## src/rtl/muldiv_unit_pkg.sv

```systemverilog
// Shared encodings for the iterative multiply/divide unit: operations, FSM states
// and a zero word used for register resets.
package muldiv_unit_pkg;

   typedef enum logic [1:0] {
      MDU_OP_MULT  = 2'b00,
      MDU_OP_MULTU = 2'b01,
      MDU_OP_DIV   = 2'b10,
      MDU_OP_DIVU  = 2'b11
   } mdu_op_e;

   typedef enum logic [1:0] {
      MDU_IDLE = 2'b00,
      MDU_CALC = 2'b01,
      MDU_FIX  = 2'b10,
      MDU_DONE = 2'b11
   } mdu_state_e;

   localparam int MDU_MAX_W = 64;
   localparam logic [MDU_MAX_W-1:0] MDU_ZERO_WORD = '0;

   function automatic logic op_is_div(input mdu_op_e op);
      return op[1];
   endfunction

   // Even encodings are the signed variants.
   function automatic logic op_is_signed(input mdu_op_e op);
      return ~op[0];
   endfunction

endpackage

```

## src/rtl/muldiv_unit_if.sv

```systemverilog
// Execute-stage <-> multiply/divide unit handshake: request, operands, flush,
// status and the HI/LO result bus.
interface muldiv_unit_if #(
   parameter int DATA_W = 32
);
   import muldiv_unit_pkg::*;

   logic              start_i;
   logic [1:0]        op_i;
   logic [DATA_W-1:0] src1_i;
   logic [DATA_W-1:0] src2_i;
   logic              flush_i;
   logic              busy_o;
   logic              done_o;
   logic [DATA_W-1:0] hi_o;
   logic [DATA_W-1:0] lo_o;
   logic              dbz_o;

   modport master (
      output start_i, op_i, src1_i, src2_i, flush_i,
      input  busy_o, done_o, hi_o, lo_o, dbz_o
   );

   modport slave (
      input  start_i, op_i, src1_i, src2_i, flush_i,
      output busy_o, done_o, hi_o, lo_o, dbz_o
   );

endinterface

```

## src/rtl/muldiv_unit_step.sv

```systemverilog
// One combinational iteration of the multiply/divide engine: retires STEP_BITS
// quotient bits (restoring divide) or STEP_BITS multiplier bits (shift-add).
module muldiv_step
   import muldiv_unit_pkg::*;
#(
   parameter int DATA_W    = 32,
   parameter int STEP_BITS = 2
) (
   input  logic              div_mode,
   input  logic [DATA_W-1:0] acc_hi,
   input  logic [DATA_W-1:0] acc_lo,
   input  logic [DATA_W-1:0] operand,
   output logic [DATA_W-1:0] next_hi,
   output logic [DATA_W-1:0] next_lo
);
   localparam int EXT_W  = DATA_W + STEP_BITS;
   localparam int DIGITS = 2 ** STEP_BITS;

   logic [EXT_W-1:0]     op_ext;
   logic [EXT_W-1:0]     part;
   logic [EXT_W-1:0]     multiple;
   logic [EXT_W-1:0]     mul_sum;
   logic [DATA_W-1:0]    rem_next;
   logic [STEP_BITS-1:0] q_digit;

   assign op_ext = {{STEP_BITS{1'b0}}, operand};

   // Divide: acc_hi is the partial remainder, acc_lo shifts the dividend out the
   // top while quotient digits enter at the bottom.
   assign part = {acc_hi, acc_lo[DATA_W-1 -: STEP_BITS]};

   always_comb begin
      rem_next = part[DATA_W-1:0];
      q_digit  = '0;
      multiple = '0;
      for (int k = 1; k < DIGITS; k++) begin
         multiple = multiple + op_ext;
         if (part >= multiple) begin
            // The difference is below the divisor, so the low word is exact.
            rem_next = part[DATA_W-1:0] - multiple[DATA_W-1:0];
            q_digit  = STEP_BITS'(k);
         end
      end
   end

   // Multiply: LSB-first digit of the multiplier in acc_lo, product shifts right.
   assign mul_sum = {{STEP_BITS{1'b0}}, acc_hi} + op_ext * EXT_W'(acc_lo[STEP_BITS-1:0]);

   always_comb begin
      if (div_mode) begin
         next_hi = rem_next;
         next_lo = {acc_lo[DATA_W-STEP_BITS-1:0], q_digit};
      end else begin
         next_hi = mul_sum[EXT_W-1:STEP_BITS];
         next_lo = {mul_sum[STEP_BITS-1:0], acc_lo[DATA_W-1:STEP_BITS]};
      end
   end

endmodule

```

## src/rtl/muldiv_unit.sv

```systemverilog
// Iterative MULT/MULTU/DIV/DIVU engine with start/done/flush handshake and HI/LO
// result registers. Define MULDIV_EARLY_OUT_EN to short-cut divides with |dividend| < |divisor|.
//
// state    | meaning
// ---------+------------------------------------------------------------
// MDU_IDLE | waiting for start_i; results held
// MDU_CALC | one step per cycle, ITER cycles
// MDU_FIX  | sign correction / divide-by-zero result, outputs registered
// MDU_DONE | done_o pulse; accepts a new start like IDLE
module muldiv_unit
   import muldiv_unit_pkg::*;
#(
   parameter int DATA_W    = 32,
   parameter int STEP_BITS = 2
) (
   input  logic         cpu_clk_50M,
   input  logic         cpu_rst_n,
   muldiv_unit_if.slave mdu
);
   localparam int ITER  = DATA_W / STEP_BITS;
   localparam int CNT_W = $clog2(ITER + 1);
   localparam logic [CNT_W-1:0] CNT_LAST = CNT_W'(ITER - 1);

   mdu_state_e        state_q, state_d;
   mdu_op_e           op_in;
   logic              in_div, in_signed, div_zero, early_out, accept;
   logic [DATA_W-1:0] mag1, mag2;

   logic [CNT_W-1:0]  cnt_q;
   logic              div_q, neg_res_q, neg_rem_q, dbz_q;
   logic [DATA_W-1:0] acc_hi_q, acc_lo_q, opnd_q;
   logic [DATA_W-1:0] step_hi, step_lo;

   logic [DATA_W-1:0]   hi_q, lo_q;
   logic                dbz_out_q;
   logic [2*DATA_W-1:0] prod_raw;

   assign op_in     = mdu_op_e'(mdu.op_i);
   assign in_div    = op_is_div(op_in);
   assign in_signed = op_is_signed(op_in);
   assign mag1      = (in_signed && mdu.src1_i[DATA_W-1]) ? -mdu.src1_i : mdu.src1_i;
   assign mag2      = (in_signed && mdu.src2_i[DATA_W-1]) ? -mdu.src2_i : mdu.src2_i;
   assign div_zero  = in_div && (mdu.src2_i == MDU_ZERO_WORD[DATA_W-1:0]);
   assign accept    = mdu.start_i && !mdu.flush_i &&
                      ((state_q == MDU_IDLE) || (state_q == MDU_DONE));

`ifdef MULDIV_EARLY_OUT_EN
   assign early_out = in_div && !div_zero && (mag1 < mag2);
`else
   assign early_out = 1'b0;
`endif

   always_comb begin
      state_d = state_q;
      case (state_q)
         MDU_IDLE, MDU_DONE: begin
            if (accept)
               state_d = (div_zero || early_out) ? MDU_FIX : MDU_CALC;
            else
               state_d = MDU_IDLE;
         end
         MDU_CALC: begin
            if (mdu.flush_i)
               state_d = MDU_IDLE;
            else if (cnt_q == '0)
               state_d = MDU_FIX;
         end
         MDU_FIX:  state_d = mdu.flush_i ? MDU_IDLE : MDU_DONE;
         default:  state_d = MDU_IDLE;
      endcase
   end

   always_ff @(posedge cpu_clk_50M or negedge cpu_rst_n) begin
      if (!cpu_rst_n) begin
         state_q   <= MDU_IDLE;
         cnt_q     <= '0;
         div_q     <= 1'b0;
         neg_res_q <= 1'b0;
         neg_rem_q <= 1'b0;
         dbz_q     <= 1'b0;
         acc_hi_q  <= MDU_ZERO_WORD[DATA_W-1:0];
         acc_lo_q  <= MDU_ZERO_WORD[DATA_W-1:0];
         opnd_q    <= MDU_ZERO_WORD[DATA_W-1:0];
      end else begin
         state_q <= state_d;
         if (accept) begin
            cnt_q     <= CNT_LAST;
            div_q     <= in_div;
            neg_res_q <= in_signed && (mdu.src1_i[DATA_W-1] ^ mdu.src2_i[DATA_W-1]);
            neg_rem_q <= in_signed && in_div && mdu.src1_i[DATA_W-1];
            dbz_q     <= div_zero;
            opnd_q    <= in_div ? mag2 : mag1;
            // Early-out parks the dividend as the remainder with a zero quotient;
            // divide-by-zero keeps the raw dividend for the HI result.
            acc_hi_q  <= early_out ? mag1 : MDU_ZERO_WORD[DATA_W-1:0];
            if (early_out)
               acc_lo_q <= MDU_ZERO_WORD[DATA_W-1:0];
            else if (in_div)
               acc_lo_q <= div_zero ? mdu.src1_i : mag1;
            else
               acc_lo_q <= mag2;
         end else if (state_q == MDU_CALC) begin
            acc_hi_q <= step_hi;
            acc_lo_q <= step_lo;
            cnt_q    <= cnt_q - CNT_W'(1);
         end
      end
   end

   muldiv_step #(
      .DATA_W    (DATA_W),
      .STEP_BITS (STEP_BITS)
   ) u_step (
      .div_mode (div_q),
      .acc_hi   (acc_hi_q),
      .acc_lo   (acc_lo_q),
      .operand  (opnd_q),
      .next_hi  (step_hi),
      .next_lo  (step_lo)
   );

   assign prod_raw = {acc_hi_q, acc_lo_q};

   always_ff @(posedge cpu_clk_50M or negedge cpu_rst_n) begin
      if (!cpu_rst_n) begin
         hi_q      <= MDU_ZERO_WORD[DATA_W-1:0];
         lo_q      <= MDU_ZERO_WORD[DATA_W-1:0];
         dbz_out_q <= 1'b0;
      end else if ((state_q == MDU_FIX) && !mdu.flush_i) begin
         if (dbz_q) begin
            hi_q      <= acc_lo_q;
            lo_q      <= '1;
            dbz_out_q <= 1'b1;
         end else if (div_q) begin
            hi_q      <= neg_rem_q ? -acc_hi_q : acc_hi_q;
            lo_q      <= neg_res_q ? -acc_lo_q : acc_lo_q;
            dbz_out_q <= 1'b0;
         end else begin
            {hi_q, lo_q} <= neg_res_q ? -prod_raw : prod_raw;
            dbz_out_q    <= 1'b0;
         end
      end
   end

   assign mdu.busy_o = (state_q == MDU_CALC) || (state_q == MDU_FIX);
   assign mdu.done_o = (state_q == MDU_DONE);
   assign mdu.hi_o   = hi_q;
   assign mdu.lo_o   = lo_q;
   assign mdu.dbz_o  = dbz_out_q;

endmodule

```

## src/flat_wrapper.sv

```systemverilog
// flat-port wrapper written by rule: the top's interface ports become plain ports
module muldiv_unit_flat import muldiv_unit_pkg::*;
#(
   parameter int DATA_W    = 32,
   parameter int STEP_BITS = 2
)
  (cpu_clk_50M, cpu_rst_n, mdu_start_i, mdu_op_i, mdu_src1_i, mdu_src2_i, mdu_flush_i, mdu_busy_o, mdu_done_o, mdu_hi_o, mdu_lo_o, mdu_dbz_o);
  muldiv_unit_if #(.DATA_W(DATA_W)) mdu_i ();
  input  logic cpu_clk_50M;
  input  logic cpu_rst_n;
  input wire logic [$bits(mdu_i.start_i)-1:0] mdu_start_i;
  input wire logic [$bits(mdu_i.op_i)-1:0] mdu_op_i;
  input wire logic [$bits(mdu_i.src1_i)-1:0] mdu_src1_i;
  input wire logic [$bits(mdu_i.src2_i)-1:0] mdu_src2_i;
  input wire logic [$bits(mdu_i.flush_i)-1:0] mdu_flush_i;
  output wire logic [$bits(mdu_i.busy_o)-1:0] mdu_busy_o;
  output wire logic [$bits(mdu_i.done_o)-1:0] mdu_done_o;
  output wire logic [$bits(mdu_i.hi_o)-1:0] mdu_hi_o;
  output wire logic [$bits(mdu_i.lo_o)-1:0] mdu_lo_o;
  output wire logic [$bits(mdu_i.dbz_o)-1:0] mdu_dbz_o;
  assign mdu_i.start_i = mdu_start_i;
  assign mdu_i.op_i = mdu_op_i;
  assign mdu_i.src1_i = mdu_src1_i;
  assign mdu_i.src2_i = mdu_src2_i;
  assign mdu_i.flush_i = mdu_flush_i;
  assign mdu_busy_o = mdu_i.busy_o;
  assign mdu_done_o = mdu_i.done_o;
  assign mdu_hi_o = mdu_i.hi_o;
  assign mdu_lo_o = mdu_i.lo_o;
  assign mdu_dbz_o = mdu_i.dbz_o;
  muldiv_unit #(.DATA_W(DATA_W), .STEP_BITS(STEP_BITS)) u_core (.cpu_clk_50M(cpu_clk_50M), .cpu_rst_n(cpu_rst_n), .mdu(mdu_i));
endmodule
```

## config.mk

```make
export PLATFORM = sky130hd
export DESIGN_NAME = muldiv_unit_flat
export DESIGN_NICKNAME = d
export VERILOG_FILES = /design/src/rtl/muldiv_unit_pkg.sv /design/src/rtl/muldiv_unit_if.sv /design/src/rtl/muldiv_unit_step.sv /design/src/rtl/muldiv_unit.sv /design/src/flat_wrapper.sv
export SDC_FILE = /design/constraint.sdc
export NUM_CORES = 1
export LEC_CHECK = 0
export BUFFER_PORTS_ARGS = -buffer_cell sky130_fd_sc_hd__buf_2
export CORE_MARGIN = 4
export CORE_UTILIZATION = 45
export DETAILED_ROUTE_END_ITERATION = 16
export PLACE_DENSITY_LB_ADDON = 0.15
export SLEW_MARGIN = 20
export SYNTH_ARGS = -nofsm -noshare
export SYNTH_HDL_FRONTEND = slang
export SYNTH_HIERARCHICAL = 1
export SYNTH_SLANG_ARGS = --single-unit
```

## constraint.sdc

```tcl
create_clock -name cpu_clk_50M -period 5.8 [get_ports cpu_clk_50M]
set_input_delay 1.74 -clock cpu_clk_50M [delete_from_list [all_inputs] [get_ports cpu_clk_50M]]
set_output_delay 1.74 -clock cpu_clk_50M [all_outputs]
set_load 0.01 [all_outputs]
```

# Word level (Yosys, flattened, before mapping)
# Cells that the tools add are included.
totals:
  regBits: 172
  latch_bits: 0
  ramBits: 0
  romBits: 0
  input_bits: 70
  out_inout_bits: 67
  elab_cells: 84
  n_memories: 0
op_classes:
  addsub: 12
  n_mul: 1
  div: 0
  n_lt_le_gt_ge: 3
  n_eq_ne: 4
  shift: 0
  n_mux: 33
  n_bitwise: 2
  n_reduce_logical: 17
op_table:
  columns: ["cell", "count"]
  rows:
  - ["$mux 32", 20]
  - ["$neg 32->32", 4]
  - ["$sub 32x32->32", 3]
  - ["$mux 64", 1]
  - ["$neg 64->64", 1]
  - ["$add 32x34->34", 1]
  - ["$add 33x32->34", 1]
  - ["$ge 34x32->1", 1]
  - ["$ge 34x33->1", 1]
  - ["$ge 34x34->1", 1]
  - ["$mul 32x2->34", 1]
  - ["$add 32x32->33", 1]
  - ["$logic_not 32->1", 1]
  - ["$mux 2", 7]
  - ["$mux 5", 2]
  - ["$logic_and 1x1->1", 9]
  - ["$pmux 2 s3", 1]
  - ["$logic_not 5->1", 1]
  - ["$sub 5x1->5 const B", 1]
  - ["$eq 2x2->1 const B", 2]
  - ["$ne 3x2->1 const B", 1]
  - ["$eq 2x1->1 const B", 1]
  - ["$logic_not 2->1", 1]
  - ["$logic_or 1x1->1", 2]
  - ["6 further kinds", 7]

# Longest topological paths before layout
logic_depth:
  ltp_word: 7
  mapped_depth: 28
  mapped_depth_nobuf: 26

# Modules after synthesis
# Netlist, hierarchy kept.
modules_own_cells:
  columns: ["module", "instances", "cells_each", "area_per_inst_um2", "seq_area_each_um2"]
  rows:
  - ["muldiv_unit", 1, 1272, 10968.0, 4304.1]
  - ["muldiv_step", 1, 1537, 10746.6, 0.0]

# Worst setup path after synthesis
# OpenSTA, ideal clock, no wires.
synth_timing:
  path_kind: "register -> register"
  from: "register u_core.opnd_q[1]"
  to: "register u_core.acc_hi_q[31]"
  setup_time_ns: 0.131
  arrival_ns: 5.103
  required_ns: 5.669
  path_slack_ns: 0.566
  path_stages_with_launch: 26
  path_buffers: 1
  synth_period_minus_slack_ns: 5.234
  cell_sequence: "dfrtp_1 ha_1 fa_1 a21o_1 a21oi_1 o211ai_1 nand3_1 o21ai_0 a2bb2oi_1 a21oi_1 a21oi_1 xor2_1 ha_1 clkbuf_1 a21o_1 a21o_1 a21oi_1 a31oi_1 a211oi_1 o41ai_4 or3_1 a2111o_1 o41ai_1 nor4_1 mux2i_1 nor2_1"
synth_between:
  elab_chain_len: 7
  elab_cells_between_ends: 16
  classes_between: "add/sub: 6; mul: 1; order compare: 3; mux: 6"
synth_lines:
  columns: ["item", "line_no", "source"]
  rows:
  - ["start: declaration", "muldiv_unit.sv:31", "logic [DATA_W-1:0] acc_hi_q, acc_lo_q, opnd_q;"]
  - ["start signal: assignment", "muldiv_unit.sv:83", "opnd_q <= MDU_ZERO_WORD[DATA_W-1:0];"]
  - ["start signal: assignment", "muldiv_unit.sv:92", "opnd_q <= in_div ? mag2 : mag1;"]
  - ["$add 32x32->33, or another cell as far along", "muldiv_unit_step.sv:37", "multiple = multiple + op_ext;"]
  - ["$add 33x32->34, or another cell as far along", "muldiv_unit_step.sv:37", null]
  - ["$sub 32x32->32, or another cell as far along", "muldiv_unit_step.sv:40", "rem_next = part[DATA_W-1:0] - multiple[DATA_W-1:0];"]
  - ["$mux 32", "muldiv_unit_step.sv:38", "if (part >= multiple) begin"]
  - ["$mux 32 (*)", "muldiv_unit_step.sv:50", "if (div_mode) begin"]
  - ["named net u_core.step_hi[31]", "muldiv_unit.sv:32", "logic [DATA_W-1:0] step_hi, step_lo;"]
  - ["$mux 32 (*)", "muldiv_unit.sv:102", "end else if (state_q == MDU_CALC) begin"]
  - ["$mux 32 (*)", "muldiv_unit.sv:86", "if (accept) begin"]
  - ["end signal: assignment", "muldiv_unit.sv:81", "acc_hi_q <= MDU_ZERO_WORD[DATA_W-1:0];"]
  - ["end signal: assignment", "muldiv_unit.sv:95", "acc_hi_q <= early_out ? mag1 : MDU_ZERO_WORD[DATA_W-1:0];"]
  - ["end signal: assignment", "muldiv_unit.sv:103", "acc_hi_q <= step_hi;"]
  - ["end: declaration", "muldiv_unit.sv:31", null]
# Mark *: on every way through the listed nets, which the timed path passes. The rest lies on a longest branch. The select of a mux whose other input is x is not followed.
# A chain may end at the register's enable or synchronous reset.

# Worst setup path after layout
layout_timing:
  from: "register u_core.opnd_q[1]"
  to: "register u_core.acc_hi_q[29]"
# Same word-level chain as after synthesis.

==> flow_metrics.py <==
metrics = {
    "worst_setup_path": {
        "worstPathCellList": "ha_1 > fa_2 > a21o_1 > a21oi_2 > o211ai_1 > a31oi_1 > o21bai_1 > a21oi_2 > o21bai_1 > a21o_1 > a21oi_1 > xor2_1 > ha_1 > nand4_1 > or2_2 > nor3_2 > a21oi_2 > o41ai_4 > buf_4 > nand2_1 > buf_4 > o221a_2 > mux2i_1 > nor2_1",
        "cp_common_cell": "a21oi_2",
        "crit_fanout": 11,
        "reg2reg_from": "u_core/opnd_q[1]",
        "r2r_cells": 24,
        "r2r-end": "u_core/acc_hi_q[29]",
        "worst_path_largest_cell_delay_ns": 0.54,
        "cpMaxStageDelayCell": "o41ai_4",
        "cp-start-kind": "flip-flop",
        "worst-setup-path-type": "reg -> reg",
        "end_kind": "flip-flop",
        "critical_path_required_ns": 6.12,
        "cp.arrival_ns": 5.81,
        "cpLargestDelayFamily": "compound AO/OA/AOI/OAI gates",
        "regToRegSetupSlack_ns": 0.31,
        "cp_num_buf_inv": 2,
    },
    "synth": {
        "yosysMostFrequentCell": "nand2_1",
        "ys_ff_latch": 172,
        "synth-simple-area-share": 0.1929,
        "yosys_warnings": 6,
        "synth_commonest_cells": "270 x nand2_1, 251 x nor2_1, 243 x a21oi_1",
        "syn_nets": 3086,
        "synthAdderAreaFrac": 0.1314,
        "yosys.area.top_type": "dfrtp_1",
        "synth-seq-area-share": 0.1982,
        "syn_avg_cell_area_um2": 7.730,
        "netlist_instances": 2809,
        "async_reset_ff_frac": 1.000,
        "yosys.area_share.xor_xnor": 0.1113,
        "synth_mux_area_frac": 0.05180,
        "netlist_area_um2": 21710,
        "synth_top_area_frac": 0.1982,
        "synth_ff_type": "dfrtp_1",
        "synthTopCellsByArea": "dfrtp_1 20%, ha_1 9.9%, xor2_1 5.8%, a21oi_1 5.6%, xnor2_1 5.3%",
        "synth_top_family_by_area": "compound AO/OA/AOI/OAI gates",
        "synthDistinctLibCells": 103,
        "synth_edf_count": 0,
        "synth-compound-area-share": 0.2562,
    },
    "place": {
        "io_buffers": 136,
        "gp_congestion": 0.9693,
        "hpwl_mm": 66.52,
        "dp.cells": 3522,
    },
    "cts": {
        "cts_tree": "done",
        "clock_sinks": 172,
        "holdBufCountCts": 0,
        "clkTransAtPathRegs_ns": 0.07,
        "clk_path_buf_depth": 2,
        "h-tree-depth": 4,
        "numCtsBuffers": 17,
        "clk_latency_ns": 0.47,
        "root_buffer": "clkbuf_16",
    },
    "floorplan": {
        "die_y_um": 227.7,
        "num_rows": 80,
        "io_pins": 137,
        "die_w_um": 227.7,
        "die-area_um2": 51830,
        "initial_core_util": 0.4548,
        "core_region_area_um2": 47750,
    },
    "run_status": {
        "status": "finished clean",
    },
    "timing": {
        "fin_skew_ns": 0.008696,
        "max_slew_margin": 0.2706,
        "maxSlewViolCount": 0,
        "clock.fmax_mhz": 182.2,
        "hold_viol": 0,
        "period_share": 0.9465,
        "finalSetupViolCount": 0,
        "holdWs_ns": 0.4977,
        "tightest_slew_ns": 1.092,
        "finalCriticalPeriod_ns": 5.489,
        "tns_ns": 0,
    },
    "grt": {
        "overflow": 0,
        "grt_max_degree": 92,
        "grt_pass1_vias": 21446,
        "grtUsageTotal": 0.3251,
        "grt_pass1_wl_mm": 129.7,
        "antenna_found_initial": 9,
    },
    "hold_path": {
        "holdCritStartpoint": "u_core/mdu.hi_o[21]",
        "min_to": "u_core/mdu.hi_o[21]",
        "hold_class": "reg -> reg",
        "holdPathStages": 1,
    },
    "routing": {
        "drt-total-wl_mm": 85.51,
        "drtAntennaViolNets": 0,
        "vias": 22014,
        "vias_per_cell": 6.184,
        "detail_route.wl_per_cell_um": 24.02,
        "drt_iter0_drc": 1902,
        "firstDrtPassIters": 6,
        "route.detailed.drc": 0,
    },
    "finish": {
        "final_layout_size_suffix_gt1_frac": 0.1222,
        "syn2layout_area_growth_pct": 10.56,
        "finalNonFillerCells": 3560,
        "final_util": 0.5028,
        "n_fill_cell": 4779,
        "nets": 3204,
    },
    "run": {
        "cap_viol_max_count": 0,
    },
}
-- cell families after synthesis --
logic type,after synthesis
and+or+nand+nor,875
AOI/OAI and AO/OA,857
buffers and inverters,315
xor gates and xnor gates,275
adders and majority gates,207
DFF,172
muxes,108
-- flip-flops by register name, summed over array words and instances (netlist names) --
name	flops
u_core/acc_hi_q	32
u_core/neg_rem_q	1
u_core/dbz_q	1
u_core/mdu.lo_o	32
u_core/opnd_q	32
u_core/state_q	2
u_core/cnt_q	5
u_core/acc_lo_q	32
u_core/neg_res_q	1
u_core/div_q	1
u_core/mdu.dbz_o	1
u_core/mdu.hi_o	32
-- cells in the final DEF, fill, tap and decap left out, drive strengths merged, types with 52 or more instances in the layout --
master,Yosys,routed
inv,193,198
o21ai,200,200
dfrtp,172,172
nand2,271,271
nor3,65,65
xnor2,132,132
xor2,143,143
nor2,252,252
a21o,89,89
ha,172,172
a31oi,52,52
a21oi,245,245
mux2i,73,73
buf,28,219
-- cell type report --
class | instances | area, um^2 | area share
clock inverters | 13 | 137.6 | 0.005733
repair buffers | 219 | 1348 | 0.05613
multi-input cells | 2322 | 16270 | 0.6777
well taps | 615 | 769.5 | 0.03205
clock buffers | 18 | 429.2 | 0.01788
inverters | 195 | 732.0 | 0.03049
flip-flops and latches | 172 | 4307 | 0.1794
diodes | 6 | 15.01 | 0.0006254
-- per-layer routing --
metal  track usage  vias to the layer above  routed length (um)
met5             0                        -                   0
met4        0.1124                        0                2790
met3       0.05407                      155                5834
met2        0.5269                      813               39350
met1        0.4417                    10719               37530
li1              -                    10327                   -
-- worst max path at each step --
stage / startpoint / endpoint / slack (ns) / cells past startpoint
after detailed placement: u_core/opnd_q[1] / u_core/acc_hi_q[31] / 0.15 / 24
after floorplan: u_core/opnd_q[1] / u_core/acc_hi_q[31] / 0.57 / 25
after global placement: u_core/opnd_q[7] / u_core/acc_hi_q[31] / 0.26 / 22
final: u_core/opnd_q[1] / u_core/acc_hi_q[29] / 0.31 / 24
after CTS: u_core/opnd_q[1] / u_core/acc_hi_q[31] / 0.09 / 24
after global routing: u_core/opnd_q[9] / u_core/acc_hi_q[29] / -0.006 / 25
-- repair_timing --
item / CTS / global route
buffers inserted: 0 / 1
endpoints found under the setup margin: 0 / 33
resized for setup: 0 / 18
-- metrics by stage --
step,worst slack [ns],area (um^2)
after CTS,0.08683,23900
after detailed placement,0.1483,23340
final,0.3105,24010
after global placement,0.2571,23340
after global routing,-0.006077,24000
after floorplan,0.5659,21710
Power is not shown: default switching activity piles up to over one toggle a cycle in this logic, so the estimate is an artifact.
